<file path="src/rtl/motor_pkg.sv">
// Shared types for the multi-channel motor PWM driver: command modes,
// per-channel FSM states and default parameter values.
package motor_pkg;

    typedef enum logic [1:0] {
        MODE_STOP  = 2'b00,
        MODE_FWD   = 2'b01,
        MODE_REV   = 2'b10,
        MODE_BRAKE = 2'b11
    } mode_t;

    typedef enum logic [1:0] {
        ST_IDLE,
        ST_RUN,
        ST_REVERSE,
        ST_BRK
    } ch_state_t;

    localparam int DEF_NUM_CH    = 2;
    localparam int DEF_CNT_W     = 8;
    localparam int DEF_RAMP_STEP = 4;
    localparam int DEF_RAMP_DIV  = 4;

    // FWD/REV carry a duty target; STOP/BRAKE do not.
    function automatic logic is_drive(input mode_t m);
        return (m == MODE_FWD) || (m == MODE_REV);
    endfunction

endpackage

</file>
<file path="src/rtl/motor_pwm_channel.sv">
// One H-bridge channel: mode/target registers, STOP/RUN/REVERSE/BRK FSM,
// ramped duty and registered pwm/dir/brake outputs.
// MOTOR_RAMP_EN defined: duty steps by RAMP_STEP on each tick.
// Undefined: duty follows the effective target one cycle later.
module motor_pwm_channel
    import motor_pkg::*;
#(
    parameter int CNT_W = DEF_CNT_W
`ifdef MOTOR_RAMP_EN
    ,
    parameter int RAMP_STEP = DEF_RAMP_STEP
`endif
) (
    input  logic             clk,
    input  logic             reset,
    input  logic [CNT_W-1:0] cnt,
`ifdef MOTOR_RAMP_EN
    input  logic             tick,
`endif
    input  logic             cmd_stb,
    input  mode_t            cmd_mode,
    input  logic [CNT_W-1:0] cmd_duty,
    output logic             pwm,
    output logic             dir,
    output logic             brake
);

`ifdef MOTOR_RAMP_EN
    localparam logic [CNT_W:0]   STEP_W = (CNT_W+1)'(RAMP_STEP);
    localparam logic [CNT_W-1:0] STEP_N = CNT_W'(RAMP_STEP);

    // One ramp step toward eff, done one bit wider so nothing wraps;
    // lands exactly on eff instead of overshooting.
    function automatic logic [CNT_W-1:0] ramp_step(input logic [CNT_W-1:0] cur,
                                                   input logic [CNT_W-1:0] eff);
        logic [CNT_W:0] cur_w, eff_w, up_w, lim_w;
        cur_w = {1'b0, cur};
        eff_w = {1'b0, eff};
        up_w  = cur_w + STEP_W;
        lim_w = eff_w + STEP_W;
        if (cur_w < eff_w)
            return (up_w > eff_w) ? eff : up_w[CNT_W-1:0];
        else if (cur_w > eff_w)
            return (cur_w > lim_w) ? (cur - STEP_N) : eff;
        else
            return cur;
    endfunction
`endif

    ch_state_t        state_q, state_d;
    mode_t            mode_q, mode_d, mode_n;
    logic [CNT_W-1:0] target_q, target_d;
    logic [CNT_W-1:0] duty_q, duty_d;
    logic [CNT_W-1:0] eff_target;
    logic             dir_q, dir_d;
    logic             pwm_q, pwm_d;
    logic             brake_q, brake_d;
    logic             want_fwd;

    // Command capture, FSM next state, duty update and output decode.
    always_comb begin
        mode_n   = cmd_stb ? cmd_mode : mode_q;
        mode_d   = mode_n;
        target_d = target_q;
        if (cmd_stb)
            target_d = is_drive(cmd_mode) ? cmd_duty : '0;
        want_fwd = (mode_n == MODE_FWD);
        state_d  = state_q;
        dir_d    = dir_q;

        case (state_q)
            ST_IDLE: begin
                // duty is 0 here, so dir may change freely
                if (mode_n == MODE_BRAKE) begin
                    state_d = ST_BRK;
                end else if (is_drive(mode_n)) begin
                    state_d = ST_RUN;
                    dir_d   = want_fwd;
                end
            end
            ST_RUN: begin
                if (mode_n == MODE_BRAKE)
                    state_d = ST_BRK;
                else if (is_drive(mode_n) && (want_fwd != dir_q))
                    state_d = ST_REVERSE;
                else if ((mode_n == MODE_STOP) && (duty_q == '0))
                    state_d = ST_IDLE;
            end
            ST_REVERSE: begin
                // ramp down on the old dir; flip only once fully unloaded
                if (mode_n == MODE_BRAKE) begin
                    state_d = ST_BRK;
                end else if (!is_drive(mode_n) || (want_fwd == dir_q)) begin
                    state_d = ST_RUN;
                end else if (duty_q == '0) begin
                    state_d = ST_RUN;
                    dir_d   = ~dir_q;
                end
            end
            ST_BRK: begin
                if (is_drive(mode_n)) begin
                    state_d = ST_RUN;
                    dir_d   = want_fwd;
                end else if (mode_n == MODE_STOP) begin
                    state_d = ST_IDLE;
                end
            end
            default: state_d = ST_IDLE;
        endcase

        // Built from registered state only: a command landing with a tick
        // takes effect from the following tick.
        eff_target = ((state_q == ST_RUN) && is_drive(mode_q)) ? target_q : '0;

`ifdef MOTOR_RAMP_EN
        duty_d = tick ? ramp_step(duty_q, eff_target) : duty_q;
`else
        duty_d = eff_target;
`endif
        if (state_d == ST_BRK)
            duty_d = '0;

        pwm_d   = (state_d != ST_BRK) && (cnt < duty_q);
        brake_d = (state_d == ST_BRK);
    end

    // Channel state and output registers.
    always_ff @(posedge clk) begin
        if (reset) begin
            state_q  <= ST_IDLE;
            mode_q   <= MODE_STOP;
            target_q <= '0;
            duty_q   <= '0;
            dir_q    <= 1'b1;
            pwm_q    <= 1'b0;
            brake_q  <= 1'b0;
        end else begin
            state_q  <= state_d;
            mode_q   <= mode_d;
            target_q <= target_d;
            duty_q   <= duty_d;
            dir_q    <= dir_d;
            pwm_q    <= pwm_d;
            brake_q  <= brake_d;
        end
    end

    assign pwm   = pwm_q;
    assign dir   = dir_q;
    assign brake = brake_q;

endmodule

</file>
<file path="src/rtl/motor_pwm_array.sv">
// NUM_CH-channel motor PWM driver: shared period counter, ramp prescaler,
// command decode and cmd_err; one motor_pwm_channel per channel.
// MOTOR_RAMP_EN defined: soft-start/stop ramping with a RAMP_DIV prescaler.
// Undefined: duty jumps to target, no prescaler.
module motor_pwm_array
    import motor_pkg::*;
#(
    parameter int NUM_CH    = DEF_NUM_CH,
    parameter int CNT_W     = DEF_CNT_W,
    parameter int RAMP_STEP = DEF_RAMP_STEP,
    parameter int RAMP_DIV  = DEF_RAMP_DIV
) (
    input  logic                      clk,
    input  logic                      reset,
    input  logic                      cmd_valid,
    output logic                      cmd_ready,
    input  logic [$clog2(NUM_CH):0]   cmd_ch,
    input  mode_t                     cmd_mode,
    input  logic [CNT_W-1:0]          cmd_duty,
    output logic                      cmd_err,
    output logic [NUM_CH-1:0]         pwm,
    output logic [NUM_CH-1:0]         dir,
    output logic [NUM_CH-1:0]         brake
);

    localparam int               CH_W     = $clog2(NUM_CH) + 1;
    localparam logic [CNT_W-1:0] CNT_LAST = {{(CNT_W-1){1'b1}}, 1'b0};

    logic [CNT_W-1:0]  cnt_q, cnt_d;
    logic              wrap;
    logic              cmd_ready_q, cmd_err_q, cmd_err_d;
    logic              accept, ch_ok;
    logic [NUM_CH-1:0] ch_stb;

`ifdef MOTOR_RAMP_EN
    localparam int PRE_W = (RAMP_DIV > 1) ? $clog2(RAMP_DIV) : 1;
    logic [PRE_W-1:0] pre_q, pre_d;
    logic             pre_last, tick;

    // Prescaler advances once per PWM period; tick on its last count.
    always_comb begin
        pre_last = (pre_q == PRE_W'(RAMP_DIV - 1));
        pre_d    = pre_q;
        if (wrap)
            pre_d = pre_last ? '0 : pre_q + 1'b1;
        tick = wrap && pre_last;
    end

    // Prescaler register.
    always_ff @(posedge clk) begin
        if (reset) pre_q <= '0;
        else       pre_q <= pre_d;
    end
`else
    // Ramp parameters are only meaningful with ramping built in.
    if (RAMP_STEP < 1 || RAMP_DIV < 1) begin : g_ramp_params_unused
    end
`endif

    // Period counter 0..2**CNT_W-2, command decode and error flag.
    always_comb begin
        wrap      = (cnt_q == CNT_LAST);
        cnt_d     = wrap ? '0 : cnt_q + 1'b1;
        accept    = cmd_valid && cmd_ready_q;
        ch_ok     = (cmd_ch < CH_W'(NUM_CH));
        cmd_err_d = accept && !ch_ok;
        ch_stb    = '0;
        for (int i = 0; i < NUM_CH; i++)
            ch_stb[i] = accept && ch_ok && (cmd_ch == CH_W'(i));
    end

    // Counter and handshake registers; ready rises the cycle after reset.
    always_ff @(posedge clk) begin
        if (reset) begin
            cnt_q       <= '0;
            cmd_ready_q <= 1'b0;
            cmd_err_q   <= 1'b0;
        end else begin
            cnt_q       <= cnt_d;
            cmd_ready_q <= 1'b1;
            cmd_err_q   <= cmd_err_d;
        end
    end

    assign cmd_ready = cmd_ready_q;
    assign cmd_err   = cmd_err_q;

    for (genvar g = 0; g < NUM_CH; g++) begin : g_ch
        motor_pwm_channel #(
            .CNT_W     (CNT_W)
`ifdef MOTOR_RAMP_EN
            ,
            .RAMP_STEP (RAMP_STEP)
`endif
        ) u_ch (
            .clk      (clk),
            .reset    (reset),
            .cnt      (cnt_q),
`ifdef MOTOR_RAMP_EN
            .tick     (tick),
`endif
            .cmd_stb  (ch_stb[g]),
            .cmd_mode (cmd_mode),
            .cmd_duty (cmd_duty),
            .pwm      (pwm[g]),
            .dir      (dir[g]),
            .brake    (brake[g])
        );
    end

endmodule

</file>
<file path="config.mk">
export PLATFORM = sky130hd
export DESIGN_NAME = motor_pwm_array
export DESIGN_NICKNAME = d
export VERILOG_FILES = /design/src/rtl/motor_pkg.sv /design/src/rtl/motor_pwm_channel.sv /design/src/rtl/motor_pwm_array.sv
export SDC_FILE = /design/constraint.sdc
export NUM_CORES = 1
export LEC_CHECK = 0
export CAP_MARGIN = 20
export CELL_PAD_IN_SITES_DETAIL_PLACEMENT = 1
export CELL_PAD_IN_SITES_GLOBAL_PLACEMENT = 1
export CORE_MARGIN = 2
export CORE_UTILIZATION = 40
export DETAILED_ROUTE_END_ITERATION = 8
export PLACE_DENSITY = 0.76
export SKIP_LAST_GASP = 1
export SLEW_MARGIN = 0
export SYNTH_ARGS = -nofsm -noshare
export SYNTH_HDL_FRONTEND = slang
export SYNTH_SLANG_ARGS = --single-unit
</file>
<file path="constraint.sdc">
create_clock -name clk -period 2.1 [get_ports clk]
set_input_delay 0.21 -clock clk [delete_from_list [all_inputs] [get_ports clk]]
set_output_delay 0.21 -clock clk [all_outputs]
set_load 0.02 [all_outputs]
</file>
* Yosys cells after proc, flatten, opt, wreduce, memory -nomap -nowiden
Cells that the tools add are included.
Word-level totals: bits in registers 56, bits of input ports 15, output and inout port bits 8
Operators by class: muxes and demuxes 38, $lt $le $gt $ge 3, bitwise gates (word level) 4, $add $sub $neg 1, reductions and logical operators 37, equality and inequality tests 36
Operator list (number):
- $mux W2 | 22
- $eq A2 B2 Y1 const B | 13
- $eq A2 B1 Y1 const B | 8
- $logic_not A8 Y1 | 2
- $lt A8 B8 Y1 | 2
- $ne A2 B2 Y1 const B | 8
- $pmux W2 S4 | 2
- $logic_and A1 B1 Y1 | 13
- $mux W1 | 11
- $logic_not A2 Y1 | 5
- $reduce_and A5 Y1 | 2
- $add A8 B1 Y8 const B | 1
- $eq A8 B8 Y1 const B | 1
- $mux W8 | 1
- $logic_or A1 B1 Y1 | 7
- $pmux W1 S3 | 2
- $reduce_bool A3 Y1 | 2
- $reduce_or A3 Y1 | 2
- $ne A2 B1 Y1 const B | 2
- $not A1 Y1 | 4
- $logic_not A1 Y1 | 3
- $eq A1 B1 Y1 | 2
- $lt A2 B2 Y1 const B | 1
- $ne A1 B1 Y1 | 2
- $reduce_or A2 Y1 | 1

* Depth between registers and ports, before layout
word-level depth 13, gate-level depth with buffers 10, mapped depth without buffers 9

* Cells and area by module
Synthesis repeated with hierarchy kept, for this count alone.
Second synthesis, totals: cell total of the unflattened synthesis 305, area, all modules 2770.2 um^2
By module, submodules not included:
- motor_pwm_channel | area each 1173.6 um^2, cells each 130, instances 2, sequential area each 460.4 um^2
- motor_pwm_array | area each 422.9 um^2, cells each 45, instances 1, sequential area each 200.2 um^2

* Least setup slack after synthesis
OpenSTA, ideal clock, no wires.
path kind register to register, start reg cmd_ready_q (netlist: cmd_ready), end reg g_ch[0].u_ch.duty_q[0], stages on the path, launching flop included 10, data arrival time 2452 ps, slack -412 ps, path buffers 1, path through dfxtp_1 -> nand2_1 -> or3_1 -> clkbuf_1 -> mux2i_1 -> ha_1 -> nor2_1 -> mux2_4 -> nor4_4 -> and2_1
Between the ends: word-level cells in the longest chain between the ends 13, elaborated cells between the ends (all ways) 27, classes of those cells 6 x eq/ne; 11 x mux; 10 x reduce/logical
Ends and longest elaborated chain:
- start, declared | line motor_pwm_array.sv:31 | logic cmd_ready_q, cmd_err_q, cmd_err_d;
- start signal, assigned | line motor_pwm_array.sv:76 | cmd_ready_q <= 1'b0;
- start signal, assigned | line motor_pwm_array.sv:80 | cmd_ready_q <= 1'b1;
- $logic_and A1 B1 Y1 * | line motor_pwm_array.sv:64 | accept = cmd_valid && cmd_ready_q;
- $logic_and A1 B1 Y1 * (2 in series) | line motor_pwm_array.sv:69 | ch_stb[i] = accept && ch_ok && (cmd_ch == CH_W'(i));
- $mux W2 * | line motor_pwm_channel.sv:62 | mode_n = cmd_stb ? cmd_mode : mode_q;
- $eq A2 B1 Y1 or $eq A2 B2 Y1 (tied branches) | line motor_pkg.sv:26, motor_pwm_channel.sv:67
- $logic_or A1 B1 Y1 | line motor_pkg.sv:26 | return (m == MODE_FWD) || (m == MODE_REV);
- $logic_not A1 Y1 | line motor_pwm_channel.sv:93 | end else if (!is_drive(mode_n) || (want_fwd == dir_q)) begin
- $logic_or A1 B1 Y1 | line motor_pwm_channel.sv:93
- $mux W2 | line motor_pwm_channel.sv:93
- $mux W2 | line motor_pwm_channel.sv:91 | if (mode_n == MODE_BRAKE) begin
- $pmux W2 S4 * | line motor_pwm_channel.sv:71 | case (state_q)
- $eq A2 B2 Y1 * | line motor_pwm_channel.sv:120 | if (state_d == ST_BRK)
- $reduce_or A3 Y1 (no source line) *
- end signal, assigned | line motor_pwm_channel.sv:141 | duty_q <= duty_d;
- end, declared | line motor_pwm_channel.sv:53 | logic [CNT_W-1:0] duty_q, duty_d;
Every way passes the cells marked *; elsewhere a longest branch is shown, timed or not. A chain may end at the register's enable or synchronous reset.

* Worst setup path in the final report
start reg cmd_ready_q (netlist: cmd_ready), end reg g_ch[0].u_ch.duty_q[4]
Same word-level chain as after synthesis.

==> impl_metrics.csv <==
group,metric,value,unit
sta,slew_headroom,0.558,
critical_path,path_cells,"nand2_4 -> or3_4 -> mux2i_4 -> ha_4 -> nor2_2 -> mux2_4 -> nor4_4 -> and2_1",
pwr,power_leakage,1.33,nW
sta,tns,-1.29,ns
outcome,status,"complete, but fails checks",
detailed_routing,routed_via_density,5.35,
placed_design,placed_area,3190,µm²
global_routing,grt_pass1_wl,11700,µm
critical_path,cp.required,2.36,ns
pwr,clockPowerShare,0.342,
finish,drive_above_1_share,0.209,
critical_path,r2r_cells,8,
placed_design,place_congestion,0.806,
floorplanning,io_pins,23,
pwr,intPower,0.00157,W
floorplanning,die_w,86.0,µm
critical_path,crit-reg2reg-capture,"g_ch[0].u_ch.duty_q[4]",
clock_tree,cts_buffers,5,
synth,yosysSeqAreaShare,0.417,
synth,ys_warn_count,0,
critical_path,critPathLaunch,"cmd_ready",
finish,antenna_cells,0,
detailed_routing,topRoutingLayerUsed,"met4",
critical_path,slowest_stage,"dfxtp_4",
synth,syn_inst,291,
clock_tree,cts-root-buf,"clkbuf_8",
critical_path,worst_setup_path_start_kind,"flop",
clock_tree,htree_levels,2,
placed_design,place_ws,-0.631,ns
synth,synth_edf_count,0,
clock_tree,clk_pin_slew,0.11,ns
outcome,violations,"negative setup slack",
finish,fin_area,3450,µm²
critical_path,crit_end,"g_ch[0].u_ch.duty_q[4]",
critical_path,rrSetupSlack,-0.13,ns
finish,final_cell_mix,"dfxtp_1, buf_4, inv_1, nand3_1, nand2_1",
detailed_routing,wl_met3,178,µm
detailed_routing,wirelength,6880,µm
sta,min_period,2.23,ns
placed_design,hpwl,4990,µm
detailed_routing,drc_errors,0,
floorplanning,rows,29,
critical_path,worst-path-max-fanout,8,
pwr,totalPowerFinal,0.00207,W
pwr,peakVddDrop,0.264,mV
floorplanning,core-area,6420,µm²
synth,ys_types,44,
detailed_routing,drtIter0Drc,104,
global_routing,grt_max_degree,31,
critical_path,endpoint_kind,"flop",
global_routing,grt_use_total,0.197,
global_routing,grt_antenna_before_repair,0,
sta,finalCritPeriodShare,1.06,
synth,synth_nets,328,
global_routing,overflow,0,
sta,rsz0062_at_grt,"true",
detailed_routing,ant_nets,0,
finish,final_common_cell,"dfxtp_1",
sta,finalWorstSetupSlack,-0.128,ns
sta,fmax,449,MHz
synth,ys_ff_latch,56,
detailed_routing,met2_length,3520,µm
pwr,power_frac_comb,0.126,
clock_tree,cts.path.max_buffers,2,
clock_tree,clock_sinks,56,
clock_tree,hold_buffers,0,
critical_path,regToRegStartpoint,"cmd_ready",
clock_tree,clock_latency,0.32,ns
floorplanning,initial_core_util,0.418,
pwr,powerDensity,601,nW/µm²
synth,avgSynthCellArea,9.24,µm²
critical_path,critical_path_class,"flop to flop",
floorplanning,dieHeight,86.0,µm
critical_path,max_stage_delay,0.38,ns
synth,ys.flop_type,"dfxtp_1",
sta,setup_violations,19,
sta,slew_viol_final,0,
pwr,p_sw,0.000507,W
sta,worst_slew_pin_slew,0.657,ns
finish,synthToLayoutAreaGrowth,28.4,%
detailed_routing,met1Wirelength,3110,µm
synth,ys_async_sr_fraction,0,
synth,syn_area,2690,µm²
detailed_routing,wire_per_inst,16.5,µm
floorplanning,dieArea,7390,µm²
critical_path,arrival,2.49,ns
detailed_routing,vias,2227,
global_routing,first_global_vias,2421,
clock_tree,cts_tree,"done",
placed_design,io_buffer_count,22,
sta,finalHoldViolCount,0,
detailed_routing,firstDrtPassIters,4,
pwr,p_seq_frac,0.532,
run,cap_violations,0,
sta,fin_skew,0.0153,ns
worst_hold_path,hold_path.class,"primary input to flop",
pwr,switching_share,0.245,
finish,final_nets,375,
power by group through the flow:
stage	Clock [W]	Combinational [W]	Sequential [W]
2_1_floorplan	0	0.000132	0.00113
3_5_place_dp	0	0.000237	0.00113
3_3_place_gp	0	0.000230	0.00113
5_1_grt	0.000757	0.000285	0.00111
4_1_cts	0.000718	0.000242	0.00110
6_report	0.000709	0.000261	0.00110
registers in the layout (all words and copies together) (netlist names):
register,cells
cnt_q,8
cmd_ready,1
g_ch.u_ch.target_q,16
cmd_err,1
g_ch.u_ch.mode_q,4
g_ch.u_ch.dir,2
g_ch.u_ch.state_q,4
g_ch.u_ch.pwm,2
g_ch.u_ch.brake,2
g_ch.u_ch.duty_q,16
worst min-delay path by stage:
stage	startpoint	end	slack, ns	cells past startpoint
floorplan	reset	cmd_ready	0.33	1
global placement	g_ch[0].u_ch.target_q[3]	g_ch[0].u_ch.duty_q[3]	0.44	1
detailed placement	g_ch[0].u_ch.target_q[3]	g_ch[0].u_ch.duty_q[3]	0.45	1
CTS	cmd_valid	cmd_err	0.44	4
global route	cmd_valid	cmd_err	0.45	4
finish	cmd_valid	cmd_err	0.43	4
cell usage after synthesis (5+ instances only):
master	n	share of area
dfxtp_1	56	0.42
inv_1	24	0.034
nand3_1	23	0.043
ha_1	22	0.10
nand2_1	22	0.031
a21oi_1	20	0.037
and2_1	16	0.037
nor2_1	14	0.020
xor2_1	8	0.026
nand2b_1	7	0.016
buf_4	6	0.017
mux2i_1	6	0.022
nor3_1	6	0.011
o21ai_0	5	0.0093
worst max-delay path, delay by kind of cell (launching register included):
kind | cells | cell delay (ns)
simple gates | 5 | 1.01
mux | 2 | 0.50
flops | 1 | 0.38
fa+ha+maj | 1 | 0.29
final cells by class:
type / instances / area (µm²)
Sequential cell: 56 / 1120
Multi-Input combinational cell: 200 / 1570
Tap cell: 77 / 96.3
Timing Repair Buffer: 51 / 462
Clock inverter: 2 / 35.0
Fill cell: 724 / 2970
Clock buffer: 6 / 72.6
Inverter: 24 / 90.1
per-layer routing:
layer | vias to the layer above | global-route usage
li1 | 1098 | -
met2 | 29 | 0.357
met3 | 7 | 0.0356
met1 | 1093 | 0.238
met5 | - | 0
met4 | 0 | 0.0476
repair_timing:
item                       in CTS  in global routing
resized for setup               8                 19
setup endpoints to repair      23                 25
setup buffers                   4                  2
pin swaps                       9                 13
per-stage QoR:
stage               hold WS (ns)  utilization  cells
floorplan                  0.330            -    291
global placement           0.437        0.496    402
detailed placement         0.446        0.496    402
CTS                        0.438        0.522    414
global route               0.448        0.537    416
finish                     0.426        0.537    416
cells by family after synthesis:
logic type,Yosys count,share of synthesized area
AOI/OAI and AO/OA,50,0.128
xor gates and xnor gates,11,0.0359
adders and majority gates,22,0.102
buffers and inverters,35,0.0577
DFF,56,0.417
muxes,8,0.0335
and+or+nand+nor,109,0.226
(Power assumes the default switching activity.)
==> RTL edit 1 (config.mk and constraints unchanged) <==
The 4 states of `ch_state_t` get a one-hot encoding in 4 bits.
--- a/src/rtl/motor_pkg.sv
+++ b/src/rtl/motor_pkg.sv
@@ -11,7 +11,7 @@
 
-    typedef enum logic [1:0] {
-        ST_IDLE,
-        ST_RUN,
-        ST_REVERSE,
-        ST_BRK
+    typedef enum logic [3:0] {
+        ST_IDLE    = 4'b0001,
+        ST_RUN     = 4'b0010,
+        ST_REVERSE = 4'b0100,
+        ST_BRK     = 4'b1000
     } ch_state_t;
Formal check against the unedited RTL: no difference found for any inputs over 4 cycles, from zero or initial values and one cycle with reset high; so few cycles prove little.
==> RTL edit 1 against the original RTL <==
- the flow still finishes with violations (setup timing)
- power rose by 34%
- cell count rose by 23%
- routed wire length rose by 29%
- synthesized cell count rose by 19%
- synthesized area rose by 15%
- first-iteration DRC count fell by 15%
- count of clock-buffer cells in the layout rose by 6
- sequential cell count rose by 4
- final area rose by 22%
- utilization rose by 1.5 points
- setup slack got worse by 0.29 ns
- critical path type unchanged
==> RTL edit 1: results (changes against the original RTL) <==
finish:
  finalNetCount: 442  # was 375
  drive_gt1_share_pct: 27.6  # was 20.9%
  reg_top3: "g_ch.u_ch.duty_q: 16 flops, g_ch.u_ch.target_q: 16 flops"  # was g_ch.u_ch.duty_q: 16 flops, g_ch.u_ch.target_q: 16 flops, cnt_q: 8 flops
clock_tree:
  post_cts_buffers: 8  # was 4
  h-tree-depth: 3  # was 2
  numCtsBuffers: 9  # was 5
  path_clk_slew_ns: 0.07  # was 0.11 ns
  cts_resized: 20  # was 8
  insertion_delay_ns: 0.34  # was 0.32 ns
grt:
  track_usage_pct: 21.8  # was 19.7%
  grt_pass1_wl_um: 14400  # was 11700 µm
power_and_ir_drop:
  peakVddDrop_mv: 0.449  # was 0.264 mV
  p_comb_w: 0.000394  # was 0.000261 W
  leakage_nw: 1.61  # was 1.33 nW
  p_sw_w: 0.000714  # was 0.000507 W
  seq-power_w: 0.00122  # was 0.00110 W
timing:
  hold_ws_ns: 0.352  # was 0.426 ns
  fin_ws_ns: -0.417  # was -0.128 ns
  skew_ns: 0.0110  # was 0.0153 ns
  setup_viol: 30  # was 19
placement:
  place_inst: 484  # was 402
  hpwl_um: 5880  # was 4990 µm
  place_ws_ns: -0.739  # was -0.631 ns
  globalplace.congestion: 0.962  # was 0.806
setup_path:
  path_max_fanout: 4  # was 8
  rr_endpoint: "g_ch[0].u_ch.dir"  # was g_ch[0].u_ch.duty_q[4]
  r2r_cells: 10  # was 8
  worst_path_max_delay_cell: "or3b_1"  # was dfxtp_4
detailed_routing:
  drt-initial-drc-count: 88  # was 104
  viasPerCell: 5.35  # about the same
  wire_per_inst_um: 17.4  # was 16.5 µm
synthesis:
  seq_area_frac_synth_pct: 38.7  # was 41.7%
  synth_cell_types: 51  # was 44
  synth_area_leaders: "dfxtp_1, ha_1, and2_1, nand3_1, xor2_1"  # was dfxtp_1, ha_1, nand3_1, a21oi_1, and2_1
  synthTopCellsByCount: "dfxtp_1, nand3_1, inv_1, nand2_1, and2_1"  # was dfxtp_1, inv_1, nand3_1
status:
  failed_checks: "setup timing"  # unchanged
  outcome: "finished with violations"  # unchanged
min_path:
  hold_path_depth: 3  # was 4
  min_from: "cmd_ch[1]"  # was cmd_valid
[RTL edit 1: changes by cell type after synthesis, sizes merged, moves of 4 or more]
cell	unedited run	this run
nand3	23	28
buf	7	15
a21o	0	8
xor2	8	13
nor2	14	22
and2	16	23
nand2b	7	3
dfxtp	56	60
nor4b	0	6
[RTL edit 1: layer usage]
layer | vias to the layer above | routed length (µm) | track usage [%]
met1 | 1343 | 4000 | 27.5
met2 | 53 | 4430 | 37.8
met5 | - | 0 | 0
met3 | 10 | 308 | 4.44
met4 | 0 | 140 | 5.97
li1 | 1332 | - | -
[RTL edit 1: cells by family (layout without fill, tap and decap cells)]
group                      after synthesis  in the layout  synth area share, %
buffers and inverters                   46            109                 7.18
muxes                                    4              4                 1.29
xor gates and xnor gates                17             17                 4.80
AOI/OAI and AO/OA                       62             62                 14.1
DFF                                     60             60                 38.7
and+or+nand+nor                        136            136                 25.0
adders and majority gates               22             22                 8.87
[RTL edit 1: worst max-delay path by stage]
stage / start / to / slack (ns) / cells past startpoint
after floorplan: cmd_ready / g_ch[0].u_ch.dir / -0.41 / 11
after global placement: cmd_valid / g_ch[0].u_ch.dir / -0.69 / 11
after detailed placement: cmd_valid / g_ch[0].u_ch.dir / -0.74 / 11
after CTS: cmd_ready / g_ch[0].u_ch.dir / -0.33 / 10
after global routing: cmd_ready / g_ch[0].u_ch.dir / -0.55 / 10
final: cmd_ready / g_ch[0].u_ch.dir / -0.42 / 10
[RTL edit 1: cell type report]
class,count,area [µm²]
clock buffers,12,145
inverters,26,97.6
multi-input cells,241,1980
well taps,102,128
fillers,880,3410
clock inverters,4,72.6
repair buffers,67,569
flip-flops and latches,60,1200
==> RTL edit 2 (same settings) <==
Without the edit above. Build with the macro `MOTOR_RAMP_EN` defined.
--- a/src/rtl/motor_pwm_channel.sv
+++ b/src/rtl/motor_pwm_channel.sv
@@ -4,2 +4,4 @@
 // Undefined: duty follows the effective target one cycle later.
+`define MOTOR_RAMP_EN
+
 module motor_pwm_channel
Formal check against the unedited RTL: not equivalent (a bounded check fails within 10 cycles, from zero or initial values and one cycle with reset high).
==> RTL edit 2 against the original RTL <==
- the run ends with DRC, setup timing left
- routed wire length rose to 4.2 times the old value
- non-clock buffer count is 147 higher
- synthesized cell count increased by 100%
- clock skew decreased by 0.0053 ns
- setup slack worse by 1.4 ns
- count of clock-buffer cells in the layout is 5 higher
- global-route usage rose by 17 points
- synthesized area up 77%
- sequential cell count is 2 higher
- final area up 120%
- first-iteration DRC count rose to 7.6 times the old value
- via count rose to 2.9 times the old value
- power increased by 51%
- largest power group is now the clock network
==> RTL edit 2: results (changes against the original RTL) <==
status:
  outcome: "finished with violations"  # unchanged
  failed_checks: "DRC, setup timing"  # was setup timing
clock_tree:
  numCtsBuffers: 9  # was 5
  clock-sinks: 58  # was 56
  h-tree-depth: 3  # was 2
  path_clk_slew_ns: 0.06  # was 0.11 ns
  root_buffer: "clkbuf_16"  # was clkbuf_8
power_and_ir_drop:
  peakVddDrop_mv: 0.541  # was 0.264 mV
  leakage_nw: 3.36  # was 1.33 nW
  swShare_pct: 27.3  # was 24.5%
synthesis:
  synthTopCellsByCount: "ha_1, nand2_1, dfxtp_1"  # was dfxtp_1, inv_1, nand3_1
  synth_cell_types: 72  # was 44
  seq_area_frac_synth_pct: 24.4  # was 41.7%
  synth_area_leaders: "dfxtp_1, ha_1, nand2_1, nand3_1, a21oi_1"  # was dfxtp_1, ha_1, nand3_1, a21oi_1, and2_1
  syn_nets: 671  # was 328
placement:
  place_ws_ns: -1.12  # was -0.631 ns
  globalplace.congestion: 0.921  # was 0.806
  hpwl_um: 13000  # was 4990 µm
setup_path:
  timing.rr.start: "g_ch[0].u_ch.mode_q[1]"  # was cmd_ready
  cp-endpoint: "g_ch[0].u_ch.duty_q[5]"  # was g_ch[0].u_ch.duty_q[4]
  path_max_fanout: 10  # was 8
  r2r_cells: 15  # was 8
detailed_routing:
  wl_um: 28900  # was 6880 µm
  drc: 1  # was 0
  dr.pass1.iters: 8  # was 4
  vias: 6364  # was 2227
timing:
  skew_ns: 0.0101  # was 0.0153 ns
  slew_headroom_pct: 65.3  # was 55.8%
  setup_viol: 25  # was 19
  fin_ws_ns: -1.58  # was -0.128 ns
grt:
  track_usage_pct: 37.0  # was 19.7%
  grt_pass1_wl_um: 36500  # was 11700 µm
finish:
  drive_gt1_share_pct: 44.4  # was 20.9%
  fill_cells: 1229  # was 724
RTL edit 2: cell count changes in the layout (fill, tap and decap cells not counted), sizes merged, moves of 11 or more:
cell	change
o21ai	+15
a21o	+13
inv	+15
ha	+49
buf	+147
nand3	+19
or3	+11
nor2	+14
nand2	+44
xnor2	+18
a21oi	+19
RTL edit 2: metrics by stage:
step	std cells	TNS [ns]	total power [W]	instance area, µm²	hold WS (ns)
after floorplan	585	-11.57	0.00133	4980	0.352
after global placement	871	-18.90	0.00146	6300	0.446
after detailed placement	871	-22.19	0.00148	6300	0.456
after CTS	905	-15.84	0.00298	7130	0.341
after global routing	922	-25.15	0.00318	7660	0.444
final	922	-23.50	0.00313	7660	0.436
RTL edit 2: power groups by stage:
stage	clock, W	sequential [W]	combinational (W)
floorplan	0	0.00117	0.000162
global placement	0	0.00116	0.000294
detailed placement	0	0.00116	0.000311
CTS	0.00151	0.00114	0.000334
global route	0.00161	0.00114	0.000420
finish	0.00158	0.00114	0.000408
RTL edit 2: routing by layer:
metal / up-vias / global-route usage [%] / part of all wire (%)
li1: 2500 / - / -
met1: 3060 / 40.8 / 36
met2: 555 / 65.6 / 46
met3: 249 / 8.25 / 10
met4: 0 / 20.6 / 8.1
met5: - / 0 / 0
RTL edit 2: kinds of logic (layout without fill, tap and decap cells):
group	count (synthesis)	in the layout	share of synthesized area, %
buf+inv	57	251	5.01
xor+xnor	34	34	6.25
fa+ha+maj	71	71	18.6
mux	10	10	2.10
flops	58	58	24.4
simple gates	217	217	23.2
compound gates	138	138	20.4
RTL edit 2: layout make-up:
type	count	area (µm²)	share of cell area, %
clock buffer	11	253	3.30
clock inverter	3	40.0	0.523
inverter	39	151	1.98
multi-input combinational	470	4240	55.3
sequential	58	1180	15.5
tap	143	179	2.34
timing repair buffer	198	1610	21.1
RTL edit 2: worst max-delay path, stage by stage (launching register included):
cell and delay (ns):
dfxtp_2 0.36, xor2_2 0.17, and2_4 0.21, buf_4 0.13, buf_8 0.15, nand2_1 0.12, xor2_1 0.18, ha_1 0.43
nand4_1 0.31, o31ai_2 0.36, a41oi_2 0.10, o41a_1 0.25, buf_6 0.17, nand4_1 0.13, o221ai_1 0.14, a211oi_1 0.34
RTL edit 2: what timing repair did:
item	CTS	global route
pin swaps	49	52
setup endpoints to repair	26	26
gates cloned	0	0
resized for setup	79	81
setup buffers	21	19
